[config.mk]
export PLATFORM = sky130hd
export DESIGN_NAME = pip_divider
export DESIGN_NICKNAME = d
export VERILOG_FILES = /design/src/rtl/pip_divider.sv
export SDC_FILE = /design/constraint.sdc
export NUM_CORES = 1
export LEC_CHECK = 0
export CORE_MARGIN = 8
export CORE_UTILIZATION = 44
export DETAILED_ROUTE_END_ITERATION = 10
export RECOVER_POWER = 25
export SLEW_MARGIN = 20
export SYNTH_ARGS = -nofsm -noshare
export SYNTH_HDL_FRONTEND = slang
export SYNTH_SLANG_ARGS = --single-unit
[constraint.sdc]
create_clock -name clk -period 3.65 [get_ports clk]
set_input_delay 0.73 -clock clk [delete_from_list [all_inputs] [get_ports clk]]
set_output_delay 0.73 -clock clk [all_outputs]
set_load 0.02 [all_outputs]
[src/rtl/pip_divider.sv]
// Pipelined unsigned restoring divider: 2W-bit dividend / W-bit divisor.
// One operation accepted per cycle; result appears W+1 cycles after the
// input is registered. Divide-by-zero and quotient-overflow are flagged.
module pip_divider #(
    parameter int unsigned W = 8
) (
    input  logic           clk,
    input  logic           rst,
    input  logic           in_valid,
    input  logic [2*W-1:0] dividend,
    input  logic [W-1:0]   divisor,
    output logic           out_valid,
    output logic [W-1:0]   quotient,
    output logic [W-1:0]   remainder,
    output logic           div_by_zero,
    output logic           overflow
);

    // Stage 0 holds the registered inputs; stages 1..W each hold one more
    // resolved quotient bit. Divisor and remaining dividend bits are only
    // needed up to stage W-1.
    logic         vld_q [0:W];
    logic         vld_d [0:W];
    logic         dz_q  [0:W];
    logic         dz_d  [0:W];
    logic         ov_q  [0:W];
    logic         ov_d  [0:W];
    logic [W-1:0] rem_q [0:W];
    logic [W-1:0] rem_d [0:W];
    logic [W-1:0] quo_q [0:W];
    logic [W-1:0] quo_d [0:W];
    logic [W-1:0] dvs_q [0:W-1];
    logic [W-1:0] dvs_d [0:W-1];
    logic [W-1:0] lo_q  [0:W-1];
    logic [W-1:0] lo_d  [0:W-1];

    logic         out_valid_q;
    logic [W-1:0] quotient_q;
    logic [W-1:0] remainder_q;
    logic         div_by_zero_q;
    logic         overflow_q;

    // Next-state for every pipeline stage: input capture, then one
    // restoring shift/compare/subtract step per stage.
    always_comb begin : stage_next
        logic [W:0] trial;
        logic [W:0] diff;
        logic       qbit;
        trial = '0;
        diff  = '0;
        qbit  = 1'b0;

        vld_d[0] = in_valid;
        dz_d[0]  = (divisor == '0);
        ov_d[0]  = (divisor != '0) && (dividend[2*W-1:W] >= divisor);
        rem_d[0] = dividend[2*W-1:W];
        quo_d[0] = '0;
        dvs_d[0] = divisor;
        lo_d[0]  = dividend[W-1:0];

        // With divisor 0 every compare succeeds and nothing is subtracted, so
        // the partial remainder simply shifts in the low dividend half and the
        // quotient fills with ones: the divide-by-zero result needs no override.
        for (int unsigned k = 1; k <= W; k++) begin
            trial = {rem_q[k-1], lo_q[k-1][W-1]};
            if (trial >= {1'b0, dvs_q[k-1]}) begin
                diff     = trial - {1'b0, dvs_q[k-1]};
                rem_d[k] = diff[W-1:0];
                qbit     = 1'b1;
            end else begin
                rem_d[k] = trial[W-1:0];
                qbit     = 1'b0;
            end
            quo_d[k] = {quo_q[k-1][W-2:0], qbit};
            vld_d[k] = vld_q[k-1];
            dz_d[k]  = dz_q[k-1];
            ov_d[k]  = ov_q[k-1];
        end

        for (int unsigned k = 1; k < W; k++) begin
            dvs_d[k] = dvs_q[k-1];
            lo_d[k]  = {lo_q[k-1][W-2:0], 1'b0};
        end
    end

    // Pipeline registers: only the valid bits are reset.
    always_ff @(posedge clk) begin
        for (int unsigned k = 0; k <= W; k++) begin
            dz_q[k]  <= dz_d[k];
            ov_q[k]  <= ov_d[k];
            rem_q[k] <= rem_d[k];
            quo_q[k] <= quo_d[k];
        end
        for (int unsigned k = 0; k < W; k++) begin
            dvs_q[k] <= dvs_d[k];
            lo_q[k]  <= lo_d[k];
        end
        for (int unsigned k = 0; k <= W; k++) begin
            vld_q[k] <= rst ? 1'b0 : vld_d[k];
        end
    end

    // Output register: loads on a valid final stage, holds through bubbles.
    always_ff @(posedge clk) begin
        if (rst) begin
            out_valid_q   <= 1'b0;
            quotient_q    <= '0;
            remainder_q   <= '0;
            div_by_zero_q <= 1'b0;
            overflow_q    <= 1'b0;
        end else begin
            out_valid_q <= vld_q[W];
            if (vld_q[W]) begin
                quotient_q    <= ov_q[W] ? '1 : quo_q[W];
                remainder_q   <= ov_q[W] ? '0 : rem_q[W];
                div_by_zero_q <= dz_q[W];
                overflow_q    <= ov_q[W];
            end
        end
    end

    assign out_valid   = out_valid_q;
    assign quotient    = quotient_q;
    assign remainder   = remainder_q;
    assign div_by_zero = div_by_zero_q;
    assign overflow    = overflow_q;

endmodule

[Word-level counts from Yosys, hierarchy flattened]
Memories as Yosys holds them, arrays and structs flattened. A register that Yosys moved wholly into a read port is not among the register bits.
Index checks and enable logic that the tools add are counted.
Widths: inputs -> output; s select.
Operators by class
  add/subtract/negate cells: 8
  magnitude comparators: 9
  multiplexer cells: 27
  reductions and logical operators: 3
Operators with widths (number)
  $mux 8: 10
  $ge 9x8->1: 8
  $sub 8x8->8: 8
  $mux 1: 17
  $ge 8x8->1: 1
  $logic_not 8->1: 1
  $reduce_bool 8->1: 1
  $logic_and 1x1->1: 1
Word-level totals
  flip-flop bits (word level): 18
  RAM bits: 299
  bits of input ports: 27
  output and inout bits: 19
  logic and storage cells: 58
  memories kept: 7
Memory list
  quo_q: words 9, width 8, read ports 9, clocked after Yosys merged registers in 0, wr ports 9, RTL line 30  | logic [W-1:0] quo_q [0:W];
  rem_q: words 9, width 8, read ports 9, clocked after Yosys merged registers in 0, wr ports 9, RTL line 28  | logic [W-1:0] rem_q [0:W];
  dvs_q: words 8, width 8, read ports 8, clocked after Yosys merged registers in 0, wr ports 8, RTL line 32  | logic [W-1:0] dvs_q [0:W-1];
  lo_q: words 8, width 8, read ports 8, clocked after Yosys merged registers in 0, wr ports 8, RTL line 34  | logic [W-1:0] lo_q [0:W-1];
  dz_q: words 9, width 1, read ports 9, clocked after Yosys merged registers in 1, wr ports 9, RTL line 24  | logic dz_q [0:W];
  ov_q: words 9, width 1, read ports 9, clocked after Yosys merged registers in 0, wr ports 9, RTL line 26  | logic ov_q [0:W];
  1 more memories

[Logic depth before layout (Yosys ltp)]
Gate-level depths: netlist of run 1.
An unclocked memory read counts as a cell.
  word-level depth: 3
  gate-level depth with buffers: 8
  gate-level depth less buffers: 8

[Least setup slack after synthesis of run 1]
Ideal clock, no wire load.
  path kind: register to register
  from: memory lo_q[3][7], in the netlist lo_q[0][31]
  to: memory rem_q[4][6], in the netlist rem_q[0][38]
  setup time: 120 ps
  arrival time: 1607 ps
  data required time: 3530 ps
  slack: 1923 ps
  cell stages (with the launch flop): 9
  buffers on the path: 0
  clock period less this slack: 1727 ps
  cells stage by stage: dfxtp_1 -> inv_1 -> ha_1 -> fa_1 -> nand2b_1 -> a21oi_1 -> o21ai_0 -> a21boi_0 -> o31ai_2
RTL lines (RTL line)
  start: declaration: 34
  end: declaration: 28

[Final worst setup path of run 1]
  from: register quotient_q[4], in the netlist quotient[4]
  to: output port quotient[4]
RTL lines
  start: declaration: RTL line 38  | logic [W-1:0] quotient_q;
  start signal: assignment: RTL line 114  | quotient_q <= ov_q[W] ? '1 : quo_q[W];
  end: declaration: RTL line 13  | output logic [W-1:0] quotient,
No word-level cell between the ends.

==> metrics.txt, run 1 <==
LEAKAGE=slightly below 5 nW; ranking of synthesized cells by area=dfxtp_1 (53%), ha_1 (9.4%), inv_1 (3.8%), o21a_1 (3.5%), o21ai_0 (3.1%); Post-DP HPWL=~12 mm; Post-layout nets=between 1,000 and 1,500; Synth Flop Type=dfxtp_1; Tightest Hold Check Type=reg2reg; critical setup path kind=reg2out; number of port buffers=between 40 and 50; post-cts sizing count=0; Seq/Total Area, Yosys=between 50% and 60%; most frequent cell after synthesis=dfxtp_1; post-synthesis cell type count=42; skew final=about 9.2 ps; DRC violation count after routing=0; vias in the first global route=5,999; Syn Nets=between 1,000 and 1,500; Core Util, Final=about half; Post-Layout Cell Count=approximately 1,300; power per cell area=~820 nW/um^2; Initial DRC Count=around 220; Final Cycle Share=between 60% and 70%; Post-CTS Setup Bufs=0; Ports=46; Req. time, crit path=2920 ps; post-synth top area share=between 50% and 60%; Syn Inst Count=a little over 900; Worst Path Arrival=between 1500 and 2000 ps; first-pass GRT wire length=27.7 mm; root buffer cell=clkbuf_16; CP Launch Type=register; Critical-path top delay cell=clkdlybuf4s50_1; Die Ht=approximately 160 um; Routed WL=between 15 and 20 mm; Slew @ Worst Pin=1000 ps; Syn-to-layout area delta=16.7%; DR vias=just over 6,000; Max Slew Vio Count=0; wire per inst=~13 um; drt via density=4.81; Worst IR Drop VDD=approximately 550 uV; TNS Setup=0 ps; Tot Pwr=around 9 mW; Reg clk slew, reported paths=60 ps; Worst Setup End Kind=primary output; Largest stage delay, worst path=between 600 and 700 ps; Final Hold Fails=0; Cells after DPL=~1,200; Post-DRT Antenna Nets=0; CTS Buf Count=26; Final min period=between 2000 and 2500 ps; 1st-pass router iterations=4; Post-Syn Area per Cell=about 10 um^2; Initial Util=around 44%; Slew HR=between 30 and 40%; Setup-failing EPs final=0; largest net degree at the start of global routing=29; post-route setup slack=between 1000 and 1500 ps; Synth area leader=dfxtp_1; gr usage total=between 10% and 20%; Top delay family on crit path=buffers and inverters; Synth Cell Area=between 9000 and 10,000 um^2; worst skew pair latency=roughly 520 ps; Core ar.=roughly 22,000 um^2; layout cells sized above 1=around 6.4%; # H-tree levels=1; unrepaired setup endpoints after global routing=false; synthesized flop and latch total=around 250; fmax=0.445 GHz; DP Area=10,200 um^2; hold buffer count at cts=0; CTS tree=built; Cell Chain, Critical Path=clkdlybuf4s50_1; Die Area=about 27,000 um^2; clock tree buffer depth=3; number of core rows=54; Setup WS pre-CTS=between 1000 and 1500 ps; Max-Cap Viols=0; Ys Warns=0; global route overflow=0; CTS sink cnt=roughly 250; design area=11,100 um^2; antenna cells=0; status=finished, final reports clean; CP Max Fanout=2; RePlAce Congestion=roughly 0.8; top cells by count, synth=dfxtp_1 (254), inv_1 (97), ha_1 (72), nand2_1 (66), o21ai_0 (59); worst hold slack=320 ps; number of enable flip-flop cells after synthesis=0; Async SR Flop Fraction=0%; initial antenna violation count=0; chip width=between 150 and 200 um; Bufs and invs on worst path=1
[where the power goes]
part | switching, mW | internal (mW) | leakage, nW
registers | 0.248 | 3.37 | 2.13
logic | 1.53 | 1.27 | 2.38
clock network | 1.06 | 1.66 | 0.438
total | 2.83 | 6.31 | 4.95
[cells in the final DEF (no fill, tap or decap), types with 4 or more instances in the layout]
cell type	count
dfxtp_1	254
inv_1	97
ha_1	72
nand2_1	66
o21ai_0	59
clkdlybuf4s50_1	45
o21a_1	44
nor2_1	41
nor2b_1	40
a21oi_1	27
o31ai_1	26
clkbuf_16	26
nor3_1	20
a21o_1	17
xor2_1	16
o31a_1	13
o22ai_1	13
and3_1	10
nand2b_1	9
or2_2	8
a211oi_1	8
fa_1	8
a21boi_0	6
nor3b_1	6
or4_1	6
a21boi_4	5
clkinv_2	5
a221oi_2	4
a221oi_1	4
mux2i_1	4
nand3_1	4
bufinv_16	4
[final timing paths]
path	from	end	slack, ps	cells past startpoint
max	quotient[4]	quotient[4]	1400	1
min reg2reg	lo_q[0][19]	lo_q[0][28]	320	0
min	lo_q[0][19]	lo_q[0][28]	320	0
max reg2reg	dvs_q[1][14]	rem_q[0][51]	1440	6
[cell type report]
class / instances / area, um^2
well taps: 280 / 350
clock buffers: 32 / 703
multi-input cells: 553 / 3990
clock inverters: 15 / 201
repair buffers: 45 / 450
inverters: 97 / 364
flip-flops and latches: 254 / 5080
fillers: 1929 / 10400
[logic make-up after synthesis]
| kind of cell | synth area share, % |
|---|---|
| compound gates | 17.6 |
| xor+xnor | 1.47 |
| fa+ha+maj | 11.1 |
| buf+inv | 5.00 |
| flops | 53.2 |
| mux | 0.419 |
| simple gates | 11.2 |
[flip-flops by register name (all words and copies together), names as in the netlist]
| register | cells |
|---|---|
| out_valid | 1 |
| lo_q | 36 |
| rem_q | 72 |
| quotient | 8 |
| quo_q | 36 |
| overflow | 1 |
| remainder | 8 |
| dz_q | 9 |
| vld_q | 9 |
| ov_q | 9 |
| div_by_zero | 1 |
| dvs_q | 64 |
[layer usage]
layer | vias to the layer above | GRT usage [%] | part of all wire, %
li1 | 3266 | - | -
met1 | 2782 | 14.5 | 45
met2 | 70 | 22.7 | 49
met3 | 23 | 2.17 | 3.6
met4 | 0 | 3.59 | 1.7
met5 | - | 0 | 0
(Power assumes the default switching activity.)
==> inputs of run 2 (changes only) <==
==> constraint.sdc (replaced) <==
create_clock -name clk -period 1.9 [get_ports clk]
set_input_delay 0.38 -clock clk [delete_from_list [all_inputs] [get_ports clk]]
set_output_delay 0.38 -clock clk [all_outputs]
set_load 0.02 [all_outputs]
==> run 2 against run 1 <==
Effect of this change: design area increased by 11%; worst setup slack got worse by 1400 ps; critical path depth increased by 7; register-to-register slack got worse by 1400 ps; clock power increased by 97%; power increased by 120%; clock skew increased by 5.2 ps; utilization increased by 5.5 points; via count increased by 8.3%; die area unchanged; critical path type is now reg2reg.
==> metrics.txt, run 2 (synthesis results as in run 1) <==
number of core rows=54; Slew HR=77.7%; Critical-path top delay cell=ha_2; Critical Path Start=dvs_q[1][14]; fmax=roughly 0.54 GHz; DR vias=around 6,700; DRC violation count after routing=0; Fill cells=roughly 1,800; Req. time, crit path=roughly 2300 ps; CTS Buf Count=26; global route overflow=0; first-pass GRT wire length=just under 30 mm; Setup-failing EPs final=0; Worst Setup End Kind=register; RePlAce Congestion=0.823; r2r worst-path depth=8; drt via density=4.89; register with the most flip-flops=rem_q; Core Util, Final=a little under three fifths; 1st-pass router iterations=4; Largest stage delay, worst path=approximately 360 ps; CP Launch Type=register; chip width=about 160 um; worst reg2reg path startpoint=dvs_q[1][14]; TNS Setup=0 ps; root buffer cell=clkbuf_16; Final min period=between 1500 and 2000 ps; number of port buffers=between 40 and 50; Post-layout nets=approximately 1,200; Reg2Reg Setup Slack=50 ps; initial antenna violation count=0; Core ar.=~22,000 um^2; Routed WL=between 15 and 20 mm; # H-tree levels=1; Syn-to-layout area delta=29.1%; Cell Chain, Critical Path=inv_1 > ha_2 > nand4_1 > nor2_1 > a221oi_2 > buf_4 > clkbuf_4 > o31ai_1; power per cell area=between 1500 and 2000 nW/um^2; Die Ht=roughly 160 um; worst hold slack=318 ps; max reg flops=between 70 and 80; Worst IR Drop VDD=about 750 uV; Max Slew Vio Count=0; status=finished, final reports clean; gr usage total=a little over an eighth; clock tree buffer depth=3; CTS tree=built; CTS sink cnt=between 200 and 300; design area=12,300 um^2; Setup crit end=rem_q[0][52]; Final Cycle Share=a little over nine tenths; antenna cells=0; Reg clk slew, reported paths=roughly 60 ps; wire per inst=13.6 um; worst skew pair latency=around 520 ps; Die Area=26,700 um^2; Tightest Hold Check Type=reg2reg; Seq. cell area=between 5000 and 6000 um^2; most frequent cells in the layout=dfxtp_1 (236), inv_1 (95), buf_4 (68); layout cells sized above 1=21.2%; unrepaired setup endpoints after global routing=true; Initial Util=approximately 44%; Initial DRC Count=252; biggest regs=rem_q x72, dvs_q x64; Post-DRT Antenna Nets=0; Max-Cap Viols=0; Slew @ Worst Pin=approximately 330 ps; Worst Path Arrival=~2300 ps; critical setup path kind=reg2reg; Critical R2R Capture=rem_q[0][52]; CP Max Fanout=7; DP Area=~11,000 um^2; skew final=between 10 and 15 ps; Ports=46; Post-DP HPWL=between 10 and 15 mm; largest net degree at the start of global routing=29; Final Hold Fails=0; vias in the first global route=~6,300; LEAKAGE=between 5 and 6 nW; Multi-input gate area=approximately 4400 um^2; most common cell after layout, fill and taps aside=dfxtp_1
==> run 2: per-stage QoR <==
step	std cells	total power, mW	worst slack, ps
floorplan	919	11.5	173
global placement	1293	13.3	-12.8
detailed placement	1293	13.4	-64.2
CTS	1340	18.9	-19.6
global route	1359	21.1	-53.3
finish	1359	19.8	48.4
==> run 2: power breakdown <==
group	switching [mW]	internal, mW
logic	3.47	3.89
registers	0.577	6.49
clock network	2.11	3.24
==> run 2: worst min path at each step <==
stage | from | end | slack [ps] | cells past startpoint
finish | quo_q[0][50] | quo_q[0][59] | 320 | 0
detailed placement | lo_q[0][27] | lo_q[1][4] | 310 | 0
CTS | dividend[5] | lo_q[0][5] | 270 | 1
global route | quo_q[0][50] | quo_q[0][59] | 310 | 0
global placement | lo_q[0][14] | lo_q[0][23] | 310 | 0
floorplan | dz_q[0] | dz_q[1] | 310 | 0
==> run 2: area by class of cell <==
| cell class | count | share of cell area, % |
|---|---|---|
| clock buffers | 30 | 5.72 |
| clock inverters | 17 | 1.80 |
| flip-flops and latches | 254 | 41.4 |
| inverters | 97 | 2.95 |
| repair buffers | 128 | 9.44 |
| multi-input cells | 553 | 35.9 |
| well taps | 280 | 2.84 |
==> run 2: critical path: cells and delay by family (launching register included) <==
kind	cells	cell delay [ps]
adder cells (fa/ha/maj)	1	360
AO/OA/AOI/OAI	2	330
flip-flops	1	330
buffers and inverters	3	380
AND/OR/NAND/NOR	2	360
==> run 2: metal layers <==
layer  vias up  GRT usage, %  part of all wire, %
met5         -             0                    0
met2        94          23.7                   51
met1      3073          15.4                   43
met4         0          3.38                  1.7
met3        29          2.57                  3.9
li1       3455             -                    -
==> run 2: what timing repair did <==
action                                  in CTS  in global routing
hold buffers                                 0                  0
resized for setup                           15                106
endpoints found under the setup margin      25                 56
setup buffers                                0                 15
endpoints found under the hold margin        0                  0
cloned                                       0                  4
pin swaps                                    0                 24
==> variant 1: new RTL, settings of run 1 <==
Put one more register stage on the output `div_by_zero`. The value now appears one clock later. The other outputs are not delayed to match.
--- a/src/rtl/pip_divider.sv
+++ b/src/rtl/pip_divider.sv
@@ -124,3 +124,5 @@
     assign remainder   = remainder_q;
-    assign div_by_zero = div_by_zero_q;
+    always_ff @(posedge clk) begin
+        div_by_zero <= div_by_zero_q;
+    end
     assign overflow    = overflow_q;
Formal check against the unedited RTL: no difference found for any inputs over 10 cycles, from zero or initial values and one cycle with rst high; that may be too few to reach the edited logic, so the function may still have changed.
==> variant 1 against run 1 <==
Count of clock-buffer cells in the layout rose by 2. Highest routed layer unchanged. Critical path type unchanged. Sequential share of layout area fell by 0.18 points. Synthesized area rose by 0.21%. Setup slack improved by 0.015 ns. Total power rose by 2.2%. Final area rose by 0.80%. Sequential cell count rose by 1. Wire length rose by 0.79%.
==> variant 1: results (changes against run 1) <==
GR Util met1=14.6% (+0.054 points); PostCTS Resize Cnt=0 (unchanged); worst vdd ir=378 uV (-31%); H-tree levels=1 (unchanged); worst reg2reg startpoint=dvs_q[1][12]; first-pass GRT wire length=28.2 mm (+1.8%); Placed Area=0.0103 mm2 (+0.20%); Yosys warning count=0 (unchanged); Final nets=1085 (+0.092%); Synth area leaders=dfxtp_1, ha_1, inv_1; CP endpoint=quotient[3]; met2 Use GR=22.8% (+0.11 points); Switching Share=30.4% (-0.60 points); hold wc startpoint=dz_q[3]; relative max-transition margin=34.1% (+1.2 points); port bufs=45 (unchanged); post-route worst setup slack=1.42 ns (+0.0151 ns); Hold EP=dz_q[4]; DR iter-0 viols=265 (+22%); GPL Wtd Cong=0.795 (-0.36%); total routed wirelength=16.6 mm (+0.79%); critical path arrival=1.50 ns (-0.02 ns); layout cells sized above 1=6.51% (+0.087 points); dpl hpwl=12.4 mm (+0.69%); First-pass DRT Iterations=4 (unchanged); R2R Setup Slk=1.42 ns (-0.02 ns); Total GRT Usage=12.5% (+0.11 points); crit path launch=quotient[3]; clk_skew=0.0138 ns (+0.00454 ns); met3 wire length=641 um (+7.9%); Seq/Total Area, Yosys=53.3% (+0.098 points); via count=6262 (+2.0%); status=completed; met3 usage=2.39% (+0.23 points); M1 WL=7.24 mm (-3.0%); met2 wire len=8.31 mm (+1.9%); RR Endpoint=rem_q[0][50]; top cells by count, synth=dfxtp_1, inv_1, ha_1; vias in the first global route=6075 (+1.3%); Antenna Cells=0 (unchanged); post-placement cell count=1230 (+0.081%); leakage=0.00499 uW (+0.78%); Avg Cell Area, Syn=10.4 um2 (+0.10%); vias per inst=4.90 (+1.8%); Syn Nets=1027 (+0.097%); hold_ws=0.319 ns (-0.00165 ns)
variant 1: changes by cell type after synthesis, sizes merged:
cell | before | now
buf | 11 | 10
clkbuf | 4 | 5
dfxtp | 254 | 255
variant 1: layout make-up:
type,instances,area (um2)
clock buffers,34,731
clock inverters,14,243
repair buffers,45,450
multi-input cells,553,3990
well taps,280,350
fillers,1959,10400
flip-flops and latches,255,5100
inverters,97,364
variant 1: power groups by stage:
stage / Sequential [uW] / Combinational [uW] / Clock [uW]
floorplan: 3600 / 2370 / 0
global placement: 3700 / 2770 / 0
detailed placement: 3700 / 2810 / 0
CTS: 3640 / 2830 / 2980
global route: 3700 / 3180 / 3100
finish: 3640 / 2810 / 2890
variant 1: cells by family after synthesis:
group | share of synthesized area [%]
mux | 0.418
buf+inv | 4.99
simple gates | 11.2
xor+xnor | 1.46
flops | 53.3
fa+ha+maj | 11.1
compound gates | 17.6
==> variant 2: new RTL, flow settings as in run 1 <==
Without the edit above. Change the parameter `W` from 8 to 6.
--- a/src/rtl/pip_divider.sv
+++ b/src/rtl/pip_divider.sv
@@ -4,3 +4,3 @@
 module pip_divider #(
-    parameter int unsigned W = 8
+    parameter int unsigned W = 6
 ) (
Interface: changed (resized dividend, divisor, quotient and remainder); port bits go from 46 to 36. No check against the original RTL was run, so the function may have changed too.
==> variant 2 against run 1 <==
Synthesized area fell by 39%. Total power decreased by 42%. Synthesized cell count is 45% lower. Final area down 37%. Setup slack improved by 0.073 ns. Combinational power fell by 47%. Wire length is 45% lower. Critical endpoint is now rem_q[4][2]. Register-to-register slack improved by 0.04 ns. Clock skew shrank 0.0036 ns. Sequential cell count down 98. Final cell count shrank 42%. Core utilization grew 1.5 points.
==> variant 2: results (changes against run 1) <==
status=completed; XOR/XNOR share of the synthesized area=1.80% (+0.33 points); number of synthesized flops with an enable pin=0 (unchanged); port bufs=35 (-22%); NetSw=1570 uW (-44%); Total GRT Usage=11.3% (-1.1 points); Root Buffer=clkbuf_16; layout cells sized above 1=14.1% (+7.7 points); worst vdd ir=335 uV (-39%); leakage=0.00305 uW (-38%); R2R depth=6 (unchanged); DR iter-0 viols=114 (-48%); clk_lat worst skew=0.42 ns (-0.10 ns); H-tree levels=4 (+3); Placed Area=0.00641 mm2 (-37%); complex-gate fraction of the synthesized area=13.2% (-4.4 points); crit-path leading delay family=compound AO/OA/AOI/OAI gates; Syn Nets=578 (-44%); post-placement cell count=711 (-42%); Synth area leaders=dfxtp_1, ha_1, mux2_2; Final Cycle Share=59.5% (-2.0 points); Critical Path Max Stage Delay=0.47 ns (-0.16 ns); vias per inst=4.74 (-1.6%); dpl hpwl=6.95 mm (-44%); DR WL/cell=12.2 um (-5.4%); Clock Path Buffers=2 (-1); Final nets=629 (-42%); top cells by count, synth=dfxtp_1, inv_1, ha_1; pre-CTS WS=1.31 ns (-0.0973 ns); Slowest cell on crit path=a211oi_4; Cell variety after synth=35 (-17%); Worst Path Max Fanout=7 (+5); GPL Wtd Cong=0.794 (-0.51%); Post-Synth Adder-Cell Area=12.3% (+1.2 points); biggest regs=rem_q (42), dvs_q (36); via count=3519 (-43%); Seq/Total Area, Yosys=53.4% (+0.19 points); Worst Path Class, Setup=reg -> reg; largest net degree at the start of global routing=23 (-21%); mux share of post-synthesis cell area=7.02% (+6.6 points); vias in the first global route=3637 (-39%); clock buffer count from CTS=17 (-35%); measured slew at the worst slew-check pin=0.768 ns (-0.235 ns); first-pass GRT wire length=16.0 mm (-42%)
==> variant 2: changes by cell type in the layout (fill, tap and decap cells not counted), moves of 15 or more <==
cell,delta
xor2_1,-16
nor3_1,-20
nor2b_1,-19
mux2_2,+24
dfxtp_1,-98
nor2_1,-15
o21ai_0,-46
nand2_1,-65
o21a_1,-38
inv_1,-29
o31ai_1,-26
ha_1,-24
==> variant 2: final cells by class <==
cell class	count	area, um2
inverter	68	255
tap	176	220
sequential	156	3120
timing repair buffer	35	350
multi-input combinational	276	2460
fill	1166	6140
clock inverter	14	146
clock buffer	18	439
==> variant 2: how the worst min path moves through the flow <==
stage	from	end	slack, ns	cells past startpoint
global route	quo_q[2][0]	quo_q[3][1]	0.33	0
global placement	lo_q[1][4]	lo_q[2][5]	0.31	0
detailed placement	dz_q[2]	dz_q[3]	0.31	0
finish	lo_q[3][3]	lo_q[4][4]	0.32	0
CTS	lo_q[3][3]	lo_q[4][4]	0.33	0
floorplan	dz_q[0]	dz_q[1]	0.31	0
==> variant 2: power by group through the flow <==
stage | clock, uW | sequential, uW | combinational, uW
6_report | 1710 | 2150 | 1490
5_1_grt | 1830 | 2180 | 1660
2_1_floorplan | 0 | 2140 | 1240
4_1_cts | 1760 | 2160 | 1500
3_3_place_gp | 0 | 2190 | 1450
3_5_place_dp | 0 | 2200 | 1480
==> variant 2: kinds of logic after synthesis <==
group                    Yosys count
multiplexers                      38
AO/OA/AOI/OAI                     99
flip-flops                       156
buffers and inverters             71
adder cells (fa/ha/maj)           54
AND/OR/NAND/NOR                   73
XOR/XNOR                          12
==> variant 2: layer usage <==
layer / global-route usage [%] / wire length (um) / vias to the layer above
met5: 0 / 0 / -
met4: 6.13 / 201 / 0
met3: 3.85 / 328 / 16
met2: 20.5 / 4690 / 49
met1: 11.2 / 3880 / 1648
li1: - / - / 1806
